[src/rtl/m_axi_read_engine_v2.sv]
// -----------------------------------------------------------------------------
// m_axi_read_engine_v2
// AXI4 master read engine between an HLS/TAPA mmap read port and an m_axi bus.
// Each request (start byte address, length in beats) is split into INCR bursts
// of at most MAX_BURST_LEN beats, none of which crosses a 4 KB boundary. The
// number of bursts in flight is limited to NUM_OUTSTANDING. Read data is
// returned in order through a 2-entry skid slice. RLAST is reported as
// rd_last = {burst_end, request_end}.
//
// Ports
//   ACLK, ARESETN (sync, active low), ACLK_EN (0 = all state holds)
//   m_AR*  : read address channel (ARSIZE/ARBURST constant, single ID)
//   m_R*   : read data channel
//   req_*  : request in (addr, len in beats, valid/ready)
//   rd_*   : data out (data, last[1:0], valid/ready)
//   err_flag, err_count : RRESP error reporting, only with the macro below
//
// Optional feature macro: M_AXI_READ_RRESP_CHECK_EN
//   Defined   -> sticky err_flag and saturating 16-bit err_count on any R beat
//                with RRESP[1]=1 (SLVERR/DECERR); data still forwarded.
//   Undefined -> no error ports, RRESP ignored.
// -----------------------------------------------------------------------------
module m_axi_read_engine_v2 #(
  parameter int ADDR_WIDTH      = 64,
  parameter int DATA_WIDTH      = 512,
  parameter int LEN_WIDTH       = 32,
  parameter int MAX_BURST_LEN   = 64,
  parameter int NUM_OUTSTANDING = 8
) (
  input  logic                  ACLK,
  input  logic                  ARESETN,
  input  logic                  ACLK_EN,
  output logic [ADDR_WIDTH-1:0] m_ARADDR,
  output logic [7:0]            m_ARLEN,
  output logic [2:0]            m_ARSIZE,
  output logic [1:0]            m_ARBURST,
  output logic                  m_ARVALID,
  input  logic                  m_ARREADY,
  input  logic [DATA_WIDTH-1:0] m_RDATA,
  input  logic [1:0]            m_RRESP,
  input  logic                  m_RLAST,
  input  logic                  m_RVALID,
  output logic                  m_RREADY,
  input  logic [ADDR_WIDTH-1:0] req_addr,
  input  logic [LEN_WIDTH-1:0]  req_len,
  input  logic                  req_valid,
  output logic                  req_ready,
  output logic [DATA_WIDTH-1:0] rd_data,
  output logic [1:0]            rd_last,
  output logic                  rd_valid,
  input  logic                  rd_ready
`ifdef M_AXI_READ_RRESP_CHECK_EN
  ,
  output logic                  err_flag,
  output logic [15:0]           err_count
`endif
);

  localparam int BYTES = DATA_WIDTH / 8;
  localparam int SIZE  = $clog2(BYTES);
  localparam int OST_W = $clog2(NUM_OUTSTANDING) + 1;
  localparam int PTR_W = $clog2(NUM_OUTSTANDING);
  localparam logic [ADDR_WIDTH-1:0] ALIGN_MASK = ~ADDR_WIDTH'(BYTES - 1);
  localparam logic [OST_W-1:0]      OST_MAX    = OST_W'(NUM_OUTSTANDING);

  typedef enum logic {S_IDLE, S_ISSUE} state_t;

  state_t                r_state;
  logic [ADDR_WIDTH-1:0] r_addr;
  logic [LEN_WIDTH-1:0]  r_rem;
  logic                  r_arvalid;
  logic                  r_req_ready;
  logic [OST_W-1:0]      r_ost;
  logic [OST_W-1:0]      r_fcnt;
  logic [PTR_W-1:0]      r_wptr;
  logic [PTR_W-1:0]      r_rptr;
  logic                  r_fifo [NUM_OUTSTANDING];
  logic [1:0]            r_rcnt;
  logic                  r_rready;
  logic                  r_rd_valid;
  logic [DATA_WIDTH-1:0] r_d0;
  logic [DATA_WIDTH-1:0] r_d1;
  logic                  r_l0;
  logic                  r_l1;

  logic [12:0]           w_to4k;
  logic [8:0]            w_cap;
  logic [8:0]            w_blen;
  logic                  w_last_burst;
  logic                  w_ar_hs;
  logic                  w_r_hs;
  logic                  w_rlast_hs;
  logic                  w_rd_hs;
  logic                  w_fifo_pop;
  logic [OST_W-1:0]      w_ost_next;
  logic [OST_W-1:0]      w_fcnt_next;
  logic                  w_can_issue;
  logic [1:0]            w_rcnt_next;

  // Beats left before the next 4 KB boundary; r_addr is always beat aligned.
  assign w_to4k       = (13'd4096 - {1'b0, r_addr[11:0]}) >> SIZE;
  assign w_cap        = (w_to4k < 13'(MAX_BURST_LEN)) ? w_to4k[8:0] : 9'(MAX_BURST_LEN);
  assign w_blen       = (r_rem < LEN_WIDTH'(w_cap)) ? r_rem[8:0] : w_cap;
  assign w_last_burst = (r_rem == LEN_WIDTH'(w_blen));

  assign w_ar_hs     = r_arvalid & m_ARREADY;
  assign w_r_hs      = m_RVALID & r_rready;
  assign w_rlast_hs  = w_r_hs & m_RLAST;
  assign w_rd_hs     = r_rd_valid & rd_ready;
  assign w_fifo_pop  = w_rd_hs & r_l0 & (r_fcnt != '0);
  assign w_ost_next  = r_ost + OST_W'(w_ar_hs) - OST_W'(w_rlast_hs);
  assign w_fcnt_next = r_fcnt + OST_W'(w_ar_hs) - OST_W'(w_fifo_pop);
  // The info FIFO also holds entries for bursts whose RLAST sits in the skid
  // slice but has not left yet, so its occupancy gates AR alongside ost_cnt.
  assign w_can_issue = (w_ost_next < OST_MAX) && (w_fcnt_next < OST_MAX);
  assign w_rcnt_next = r_rcnt + 2'(w_r_hs) - 2'(w_rd_hs);

  assign m_ARADDR  = r_addr;
  assign m_ARLEN   = 8'(w_blen - 9'd1);
  assign m_ARSIZE  = 3'(SIZE);
  assign m_ARBURST = 2'b01;
  assign m_ARVALID = r_arvalid;
  assign req_ready = r_req_ready;
  assign m_RREADY  = r_rready;
  assign rd_data   = r_d0;
  assign rd_valid  = r_rd_valid;
  assign rd_last[1] = r_rd_valid & r_l0;
  assign rd_last[0] = r_rd_valid & r_l0 & r_fifo[r_rptr] & (r_fcnt != '0);

  // Request FSM: accept, then walk the request burst by burst.
  always_ff @(posedge ACLK) begin
    if (!ARESETN) begin
      r_state     <= S_IDLE;
      r_addr      <= '0;
      r_rem       <= '0;
      r_arvalid   <= 1'b0;
      r_req_ready <= 1'b0;
    end else if (ACLK_EN) begin
      case (r_state)
        S_IDLE: begin
          if (r_req_ready && req_valid) begin
            r_addr <= req_addr & ALIGN_MASK;
            r_rem  <= req_len;
            if (req_len != '0) begin
              r_state     <= S_ISSUE;
              r_req_ready <= 1'b0;
              r_arvalid   <= w_can_issue;
            end
          end else begin
            r_req_ready <= 1'b1;
          end
        end
        S_ISSUE: begin
          if (w_ar_hs) begin
            r_addr <= r_addr + (ADDR_WIDTH'(w_blen) << SIZE);
            r_rem  <= r_rem - LEN_WIDTH'(w_blen);
            if (w_last_burst) begin
              r_state     <= S_IDLE;
              r_arvalid   <= 1'b0;
              r_req_ready <= 1'b1;
            end else begin
              r_arvalid <= w_can_issue;
            end
          end else begin
            r_arvalid <= r_arvalid | w_can_issue;
          end
        end
        default: r_state <= S_IDLE;
      endcase
    end
  end

  // Outstanding-burst counter and burst-info FIFO pointers.
  always_ff @(posedge ACLK) begin
    if (!ARESETN) begin
      r_ost  <= '0;
      r_fcnt <= '0;
      r_wptr <= '0;
      r_rptr <= '0;
    end else if (ACLK_EN) begin
      r_ost  <= w_ost_next;
      r_fcnt <= w_fcnt_next;
      if (w_ar_hs)    r_wptr <= r_wptr + 1'b1;
      if (w_fifo_pop) r_rptr <= r_rptr + 1'b1;
    end
  end

  // FIFO storage: one bit per burst, set when the burst ends its request.
  always_ff @(posedge ACLK) begin
    if (ACLK_EN && w_ar_hs) r_fifo[r_wptr] <= w_last_burst;
  end

  // 2-entry R skid slice; r_d0/r_l0 is always the head presented on rd_*.
  always_ff @(posedge ACLK) begin
    if (!ARESETN) begin
      r_rcnt     <= '0;
      r_rready   <= 1'b0;
      r_rd_valid <= 1'b0;
      r_l0       <= 1'b0;
      r_l1       <= 1'b0;
    end else if (ACLK_EN) begin
      r_rcnt     <= w_rcnt_next;
      r_rready   <= (w_rcnt_next != 2'd2);
      r_rd_valid <= (w_rcnt_next != 2'd0);
      if (w_rd_hs) begin
        if (r_rcnt == 2'd2) begin
          r_d0 <= r_d1;
          r_l0 <= r_l1;
        end else if (w_r_hs) begin
          r_d0 <= m_RDATA;
          r_l0 <= m_RLAST;
        end
      end else if (w_r_hs) begin
        if (r_rcnt == 2'd0) begin
          r_d0 <= m_RDATA;
          r_l0 <= m_RLAST;
        end else begin
          r_d1 <= m_RDATA;
          r_l1 <= m_RLAST;
        end
      end
    end
  end

`ifdef M_AXI_READ_RRESP_CHECK_EN
  logic w_unused_resp;
  assign w_unused_resp = m_RRESP[0];

  // RRESP[1] covers both SLVERR and DECERR.
  always_ff @(posedge ACLK) begin
    if (!ARESETN) begin
      err_flag  <= 1'b0;
      err_count <= '0;
    end else if (ACLK_EN && w_r_hs && m_RRESP[1]) begin
      err_flag <= 1'b1;
      if (err_count != 16'hFFFF) err_count <= err_count + 16'd1;
    end
  end
`else
  logic w_unused_resp;
  assign w_unused_resp = ^m_RRESP;
`endif

endmodule
[config.mk]
export PLATFORM = sky130hd
export DESIGN_NAME = m_axi_read_engine_v2
export DESIGN_NICKNAME = d
export VERILOG_FILES = /design/src/rtl/m_axi_read_engine_v2.sv
export SDC_FILE = /design/constraint.sdc
export NUM_CORES = 1
export LEC_CHECK = 0
export CORE_AREA = 2 2 469 471
export CTS_BUF_LIST = sky130_fd_sc_hd__clkbuf_4 sky130_fd_sc_hd__clkbuf_8
export CTS_CLUSTER_DIAMETER = 50
export DETAILED_ROUTE_END_ITERATION = 12
export DIE_AREA = 0 0 471 473
export HOLD_SLACK_MARGIN = 0.1
export PLACE_DENSITY_LB_ADDON = 0.15
export SKIP_LAST_GASP = 1
export SYNTH_ARGS = -nofsm -noshare
export SYNTH_HDL_FRONTEND = slang
export SYNTH_SLANG_ARGS = --single-unit
[constraint.sdc]
create_clock -name ACLK -period 125.5 [get_ports ACLK]
set_input_delay 25.1 -clock ACLK [delete_from_list [all_inputs] [get_ports ACLK]]
set_output_delay 25.1 -clock ACLK [all_outputs]
set_load 0.01 [all_outputs]
; ---- Word level (Yosys, flattened, before mapping)
; Memories as Yosys holds them, arrays and structs flattened. A register that Yosys moved wholly into a read port is not among the register bits.
; Index checks and enable logic that the tools add are counted.
; W data, S select, Z words.
[totals]
output_inout_bits = 595
memories = 1
inputBits = 618
ram_bits = 8
elab_cells = 110
regBits = 1143
[memory_table]
columns = memory, words, word_bits, rd, rd_clocked_by_memory_dff, write_ports, line_no
row1 = r_fifo, 8, 1, 1, 1, 1, 77  ; logic r_fifo [NUM_OUTSTANDING];
[classes]
addsub = 12
n_reduce_logical = 19
muxes = 37
bitwise_logic = 13
order_cmp = 4
n_eq_ne = 8
[op_table]
columns = cell, n
row1 = $mux W512, 5
row2 = $mux W64, 2
row3 = $pmux W64 S2, 1
row4 = $add A64 B15 Y64, 1
row5 = $mux W32, 2
row6 = $pmux W32 S2, 1
row7 = $eq A32 B9 Y1, 1
row8 = $lt A32 B7 Y1, 1
row9 = $reduce_bool A32 Y1, 1
row10 = $sub A32 B9 Y32, 1
row11 = $mux W1, 19
row12 = $sub A13 B12 Y13 const A, 1
row13 = $reduce_and A4 Y1, 3
row14 = $reduce_and A5 Y1, 2
row15 = $and A1 B1 Y1, 9
row16 = $mux W9, 1
row17 = $add A4 B1 Y4, 2
row18 = $lt A4 B4 Y1 const B, 2
row19 = $reduce_bool A2 Y1, 4
row20 = $sub A4 B1 Y4, 2
row21 = $sub A8 B1 Y8 const B, 1
row22 = $lt A7 B7 Y1 const B, 1
row23 = $mux W7, 1
row24 = $add A3 B1 Y3 const B, 2
row25 = other kinds (15), 27

; ---- Depth between registers and ports, before layout
; Gate-level depths: netlist of run 1.
[depth]
word_depth = 9
depth_mapped = 24
depth_no_buf = 21

; ---- Worst setup path before layout of run 1
; OpenSTA, ideal clock, no wires.
[synth_timing]
path_kind = input to register
from = input ARESETN
to = register r_d0[0] (netlist: rd_data[0]), enable pin
required_ns = 122.861
n_path_buf = 3
setup_slack_ns = 48.795
arrival_ns = 74.066
setup_ns = 2.639
cell_stages = 5
cell_sequence = clkbuf_1 inv_1 clkbuf_1 clkbuf_1 nor4_1
[synth_between]
elab_chain_len = 1
[synth_lines]
columns = item, line_no
row1 = start: declaration, 31  ; input logic ARESETN,
row2 = $reduce_and A5 Y1 (no line), n/a
row3 = end signal: assignment, 207  ; r_d0 <= r_d1;
row4 = end signal: assignment, 210  ; r_d0 <= m_RDATA;
row5 = end signal: assignment, 215  ; r_d0 <= m_RDATA;
row6 = end: declaration, 81  ; logic [DATA_WIDTH-1:0] r_d0;
; No other way between the ends.
; A chain may end at the register's enable or synchronous reset.

; ---- Final worst setup path of run 1
[layout_timing]
from = register r_addr[6] (netlist: m_ARADDR[6])
to = output m_ARLEN[6]
[layout_between]
elab_chain_len = 6
[layout_lines]
columns = item, line_no
row1 = start: declaration, 69  ; logic [ADDR_WIDTH-1:0] r_addr;
row2 = start signal: assignment, 142  ; r_addr <= req_addr & ALIGN_MASK;
row3 = start signal: assignment, 155  ; r_addr <= r_addr + (ADDR_WIDTH'(w_blen) << SIZE);
row4 = $sub A13 B12 Y13 *, 101  ; assign w_to4k = (13'd4096 - {1'b0, r_addr[11:0]}) >> SIZE;
row5 = $lt A7 B7 Y1, 102  ; assign w_cap = (w_to4k < 13'(MAX_BURST_LEN)) ? w_to4k[8:0] : 9'(MAX_BURST_LEN);
row6 = $mux W7 *, 102
row7 = $lt A32 B7 Y1, 103  ; assign w_blen = (r_rem < LEN_WIDTH'(w_cap)) ? r_rem[8:0] : w_cap;
row8 = $mux W9 *, 103
row9 = $sub A8 B1 Y8 *, 119  ; assign m_ARLEN = 8'(w_blen - 9'd1);
row10 = end: declaration, 34  ; output logic [7:0] m_ARLEN,
; Mark *: on every way between the ends. The rest lies on a longest branch, timed or not.

==> results.md, run 1 <==
- Switch share: 24.31%
- Average size of a mapped cell: 16.86 um2
- GRT Overall Usage: 15.70%
- CTS tree: done
- CTS root buf: clkbuf_8
- Vias per Instance: around 4.2
- P&R area growth vs syn: 44.42%
- Vias in the first global route: 30350
- Layout fillers: between 20000 and 25000
- Synth cell types: 68
- Setup tns final: 0 ns
- F_max: 32.53 MHz
- Seq pwr share: 47.0%
- Num CTS Buffers: 226
- CP Data Arrival Time: 5.64 ns
- Hold Crit Class: reg2reg
- WL/cell: approximately 26 um
- Crit-path cells: inv_1 > ha_1 > o21ai_0 > o21a_1 > inv_1 > ha_1 > a21o_1 > a2111oi_4 > o31a_1 > buf_4 > mux2_2 > inv_1 > ha_1 > nor4bb_1 > xor2_1 > nand2_1 > o21ai_0 > clkdlybuf4s50_1
- Post-Syn Instances: 2691
- Std-Cell Rows: 172
- Share of the synthesized area in the top cell type: 68.28%
- Combinational share of power: 8.1%
- Number of synthesized register bits: 1148
- Clk slew on worst S/H paths: 0.06 ns
- Via count: 29720
- Setup violations, final: 0
- Post-route ant nets: 0
- Startpoint Class: flip-flop
- DPL Wire Length: 132900 um
- Critical path's slowest cell: clkdlybuf4s50_1
- Initial antenna violation count: 92
- Die width: about 470 um
- Final instance area: 65540 um2
- Global-route wire length before repair: 247300 um
- Clk_lat worst skew: 0.99 ns
- H-tree levels: 4
- Tot Pwr: 0.9003 mW
- Synthesized area: 45380 um2
- Placement Setup Slack: 95.66 ns
- Cts hold-fix bufs: 0
- I/O pins: approximately 1200
- Crit. End Element: output port
- DIE AREA: 222800 um2
- Die Span Y: approximately 470 um
- Clock network fraction of design power: approximately 45%
- Tcrit/Tclk final: 24.49%
- Most frequent cells in the layout: clkdlybuf4s50_1, edfxtp_1, mux2_2
- Leading cell type in the layout, fill and taps excluded: clkdlybuf4s50_1
- Overflow after GRT: 0
- Largest net degree at the start of global routing: 139
- Peak supply drop: 9.319 uV
- Leak pwr: 21.74 nW
- Register area share after synthesis: 73.40%
- Setup Skew: around 0.093 ns
- GP Congestion: slightly above 0.8
- Maximum fanout along the worst path: 24
- WL final: 182200 um
- Post-route DRC: 0
- Placed cell area: 60720 um2
- Share of cells above drive strength 1: roughly 22%
- Post-layout nets: 4678
- Ys Warns: 0
- Post-CTS Resized: 0
- Clk sinks: 1148
- Port Buffers: 1193
- Least-Margin Pin Slew: 1.339 ns
- Placeable Area: between 200000 and 250000 um2
- P_sw: 0.2189 mW
- Worst Setup Path Type: reg2out
- Post-CTS Setup Bufs: 0
- Largest stage delay, worst path: 0.56 ns
- Post-synth EDFFs: slightly above 1000
- P_int: 0.6814 mW
- Hold_ws: 0.4796 ns
- Slew Viols, Final: 0
- Initial Util: 20.80%
- Final setup margin: 94.76 ns
- RSZ-0062 raised after global routing: no
- Async SR Flop Fraction: 0%
- Top cells by area, synth: edfxtp_1, mux2_2, dfxtp_1
- CTS Buffer Depth: 3
- Drt first pass iters: 5
- Outcome: finished, final reports clean
- Post-synth top area cell: edfxtp_1
- Top FF cell, synth: edfxtp_1
- DR iter-0 viols: 1781
- Count of final hold-check violations: 0
- Max-capacitance violation count: 0
- Rel. slew slack: between 10 and 15%
- Worst path required time: 100.40 ns
- Final min period: 30.74 ns
- Power per cell area: 13.74 nW/um2
==> metrics by stage <==
stage | cells | utilization, %
after floorplan | 2702 | -
after global placement | 6660 | 27.83
after detailed placement | 6660 | 27.83
after CTS | 7073 | 30.02
after global routing | 7078 | 30.02
final | 7089 | 30.03
==> layout make-up <==
cell class | count | area, um2 | area share, %
antenna | 16 | 40.04 | 0.06109
clock buffer | 301 | 3711 | 5.662
clock inverter | 112 | 1067 | 1.628
inverter | 35 | 131.4 | 0.2004
multi-input combinational | 1374 | 11420 | 17.42
sequential | 1148 | 33320 | 50.83
tap | 2871 | 3592 | 5.481
timing repair buffer | 1232 | 12270 | 18.72
==> cell usage after synthesis, types with 7 or more instances <==
cell type and count:
mux2i_1 50, a211oi_1 19, nor4_1 26, a21oi_1 82
nand4_1 22, nor2_1 100, dfxtp_1 116, xor2_1 17
and2_1 11, a22oi_1 35, buf_1 15, and4_1 9
xnor2_1 21, or3_1 11, edfxtp_1 1032, inv_1 35
a21o_1 12, nand3_1 38, clkbuf_1 113, o21a_1 12
nor3_1 38, buf_4 12, or4_1 11, ha_1 39
o21ai_0 57, o22ai_1 25, mux2_2 515, o221ai_1 15
nand2_1 94, and3_1 15, a31oi_1 7
==> registers in the layout, summed over array words and instances (netlist names), named ones only <==
| register | flops |
|---|---|
| r_d1 | 512 |
| rd_data | 512 |
| m_ARADDR | 58 |
| r_rem | 32 |
| r_fifo | 8 |
| r_fcnt | 4 |
| r_ost | 4 |
| r_rptr | 3 |
| r_wptr | 3 |
| r_rcnt | 2 |
| m_ARVALID | 1 |
| m_RREADY | 1 |
| r_l0 | 1 |
| r_l1 | 1 |
| r_state | 1 |
| rd_valid | 1 |
| req_ready | 1 |
==> power by group through the flow <==
stage	logic (mW)	registers [mW]	clock network (mW)
floorplan	0.0352	0.435	0
global placement	0.0724	0.431	0
detailed placement	0.0728	0.431	0
CTS	0.0734	0.423	0.421
global route	0.0790	0.424	0.437
finish	0.0725	0.423	0.404
==> critical path: cells and delay by family, from the launching register on <==
kind	cells	cell delay, ns
AO/OA/AOI/OAI	6	1.20
XOR/XNOR	1	0.18
adder cells (fa/ha/maj)	3	0.82
buffers and inverters	5	1.18
flip-flops	1	0.46
multiplexers	1	0.41
AND/OR/NAND/NOR	2	0.44
==> final timing paths <==
check / start / to / slack (ns) / depth (start not counted)
min: r_fcnt[3] / r_fcnt[3] / 0.48 / 2
min reg2reg: r_fcnt[3] / r_fcnt[3] / 0.48 / 2
max: m_ARADDR[6] / m_ARLEN[6] / 94.76 / 18
max reg2reg: m_ARADDR[6] / m_ARADDR[60] / 119.55 / 22
==> logic make-up after synthesis <==
group | share of synthesized area [%]
muxes | 14.01
xor gates and xnor gates | 0.7333
buffers and inverters | 1.616
adders and majority gates | 1.252
other | 0.01655
AOI/OAI and AO/OA | 4.541
DFF | 73.40
and+or+nand+nor | 4.428
==> metal layers <==
layer / GRT usage, % / vias to the layer above / share of wire (%)
li1: - / 13220 / -
met1: 17.95 / 14880 / 39
met2: 26.68 / 1159 / 49
met3: 6.902 / 387 / 9.4
met4: 3.950 / 74 / 2.4
met5: 0 / - / 0.26
No activity file was read; power rests on OpenSTA's default activity.
==> run 2, diff against run 1 <==
Clock period 125.5 ns to 24.9 ns, I/O delays scaled along.
==> run 2 against run 1 <==
Non-clock buffer count decreased by 1. Via count barely moved. Combinational power grew to 5.1 times the previous value. Sequential share of layout area increased by 0.076 points. Clock power increased to 5.0 times the previous value. Flip-flop and latch count stayed put. Design area down 0.15%. First-iteration DRC count rose by 18%. Count of clock-buffer cells in the layout shrank 1.
==> results.md, run 2 (synthesized netlist as in run 1, its figures left out) <==
- Outcome: finished, final reports clean
- Initial Util: 20.80% (unchanged)
- Post-CTS Resized: 0 (unchanged)
- H-tree levels: 4 (unchanged)
- Tcrit/Tclk final: approximately 43%
- Vias per Instance: 4.193 (about the same)
- Largest net degree at the start of global routing: 142 (+2.2%)
- CTS tree: done
- DPL Wire Length: 136100 um (+2.5%)
- P&R area growth vs syn: 44.20%
- Via count: 29700 (-0.057%)
- Post-route DRC: 0 (unchanged)
- DIE AREA: 222800 um2 (unchanged)
- WL/cell: 26.37 um (+2.6%)
- Worst path required time: 19.92 ns (-80.48 ns)
- RSZ-0062 raised after global routing: no
- WL final: 186800 um (+2.5%)
- Rel. slew slack: 17.76% (+7.0 points)
- Combinational share of power: 8.3% (+0.2 points)
- P_sw: 1.108 mW (+410%)
- Hold Crit Class: reg2reg
- GRT Overall Usage: 16.15% (+0.45 points)
- Global-route wire length before repair: 252200 um (+2.0%)
- Share of cells above drive strength 1: 22.13% (-0.071 points)
- Slew Viols, Final: 0 (unchanged)
- Clock network fraction of design power: 44.3% (-0.6 points)
- P_int: 3.399 mW (+400%)
- Initial antenna violation count: 77 (-16%)
- CTS root buf: clkbuf_8
- Die width: 471 um (unchanged)
- CP Data Arrival Time: 5.79 ns (+0.15 ns)
- Post-CTS Setup Bufs: 0 (unchanged)
- Overflow after GRT: 0 (unchanged)
- Power per cell area: 68.87 nW/um2 (+400%)
- Worst Setup Path Type: reg2out
- Peak supply drop: 51.63 uV (+450%)
- Post-route ant nets: 0 (unchanged)
- Port Buffers: 1193 (unchanged)
- Setup Skew: 0.07613 ns (-0.01735 ns)
- Setup tns final: 0 ns (unchanged)
- Count of final hold-check violations: 0 (unchanged)
- Clk_lat worst skew: 1.00 ns (about the same)
- Placeable Area: 218200 um2 (unchanged)
- Vias in the first global route: 29970 (-1.2%)
- F_max: 92.83 MHz
- Tot Pwr: 4.507 mW (+400%)
- Leading cell type in the layout, fill and taps excluded: clkdlybuf4s50_1
- Num CTS Buffers: 227 (+0.44%)
- Switch share: 24.58% (+0.27 points)
- Clk slew on worst S/H paths: 0.06 ns (about the same)
- Most frequent cells in the layout: clkdlybuf4s50_1, edfxtp_1, mux2_2
- Clk sinks: 1148 (unchanged)
- Leak pwr: 21.72 nW (-0.11%)
- DR iter-0 viols: 2093 (+18%)
- Seq pwr share: 47.4% (+0.4 points)
- Crit. End Element: output port
- Startpoint Class: flip-flop
- I/O pins: 1213 (unchanged)
- Drt first pass iters: 5 (unchanged)
- Least-Margin Pin Slew: 1.234 ns (-0.1054 ns)
- Die Span Y: 473 um (unchanged)
- Setup violations, final: 0 (unchanged)
- Max-capacitance violation count: 0 (unchanged)
- CTS Buffer Depth: 3 (unchanged)
- Post-layout nets: 4678 (unchanged)
- Std-Cell Rows: 172 (unchanged)
- GP Congestion: 0.7967 (-1.9%)
- Maximum fanout along the worst path: 25 (+4.2%)
- Final min period: 10.77 ns
- Cts hold-fix bufs: 0 (unchanged)
run 2: cell type report:
class	instances	area, um2
fillers	22060	152800
clock inverters	114	957.2
multi-input cells	1374	11430
repair buffers	1231	12280
inverters	35	131.4
flip-flops and latches	1148	33320
clock buffers	300	3704
diodes	11	27.53
well taps	2871	3592
run 2: per-stage QoR:
step	util [%]	cell area (um2)	worst slack, ns	cells	hold slack (ns)
2_1_floorplan	-	45450	2.561	2702	0.4470
3_3_place_gp	27.84	60760	14.49	6659	0.4662
3_5_place_dp	27.84	60760	14.51	6659	0.4636
4_1_cts	29.98	65420	13.85	7073	0.4776
5_1_grt	29.98	65430	13.48	7077	0.5175
6_report	29.99	65440	14.13	7084	0.4770
run 2: path summary, 6_finish.rpt:
path	startpoint	to	cells past startpoint	slack [ns]
max reg2reg	m_ARADDR[6]	m_ARADDR[60]	22	19.02
max	m_ARADDR[6]	m_ARLEN[6]	18	14.13
min	r_fcnt[3]	r_fcnt[3]	2	0.48
min reg2reg	r_fcnt[3]	r_fcnt[3]	2	0.48
run 2: per-layer routing:
layer / global-route usage (%) / up-vias / part of all wire [%]
li1: - / 13210 / -
met1: 18.68 / 14890 / 39
met2: 26.45 / 1214 / 48
met3: 8.057 / 345 / 11
met4: 4.084 / 40 / 2.3
met5: 0 / - / 0.13
run 2: worst max-delay path, stage by stage, from the launching register on:
cell and delay, ns:
dfxtp_1 0.47, inv_1 0.14, ha_1 0.25, o21ai_0 0.17
o21a_1 0.22, inv_1 0.10, ha_1 0.30, a21o_1 0.19
a2111oi_4 0.33, o31a_1 0.17, buf_4 0.27, nor2_1 0.10
a21oi_1 0.46, ha_1 0.37, nor4bb_1 0.36, xor2_1 0.18
nand2_1 0.07, o21ai_0 0.08, clkdlybuf4s50_1 0.58
run 2: power groups by stage:
stage / Clock, mW / Sequential, mW / Combinational, mW
after detailed placement: 0 / 2.18 / 0.375
after floorplan: 0 / 2.18 / 0.178
after global routing: 2.16 / 2.14 / 0.405
after CTS: 2.09 / 2.14 / 0.378
after global placement: 0 / 2.17 / 0.373
final: 2.00 / 2.14 / 0.373
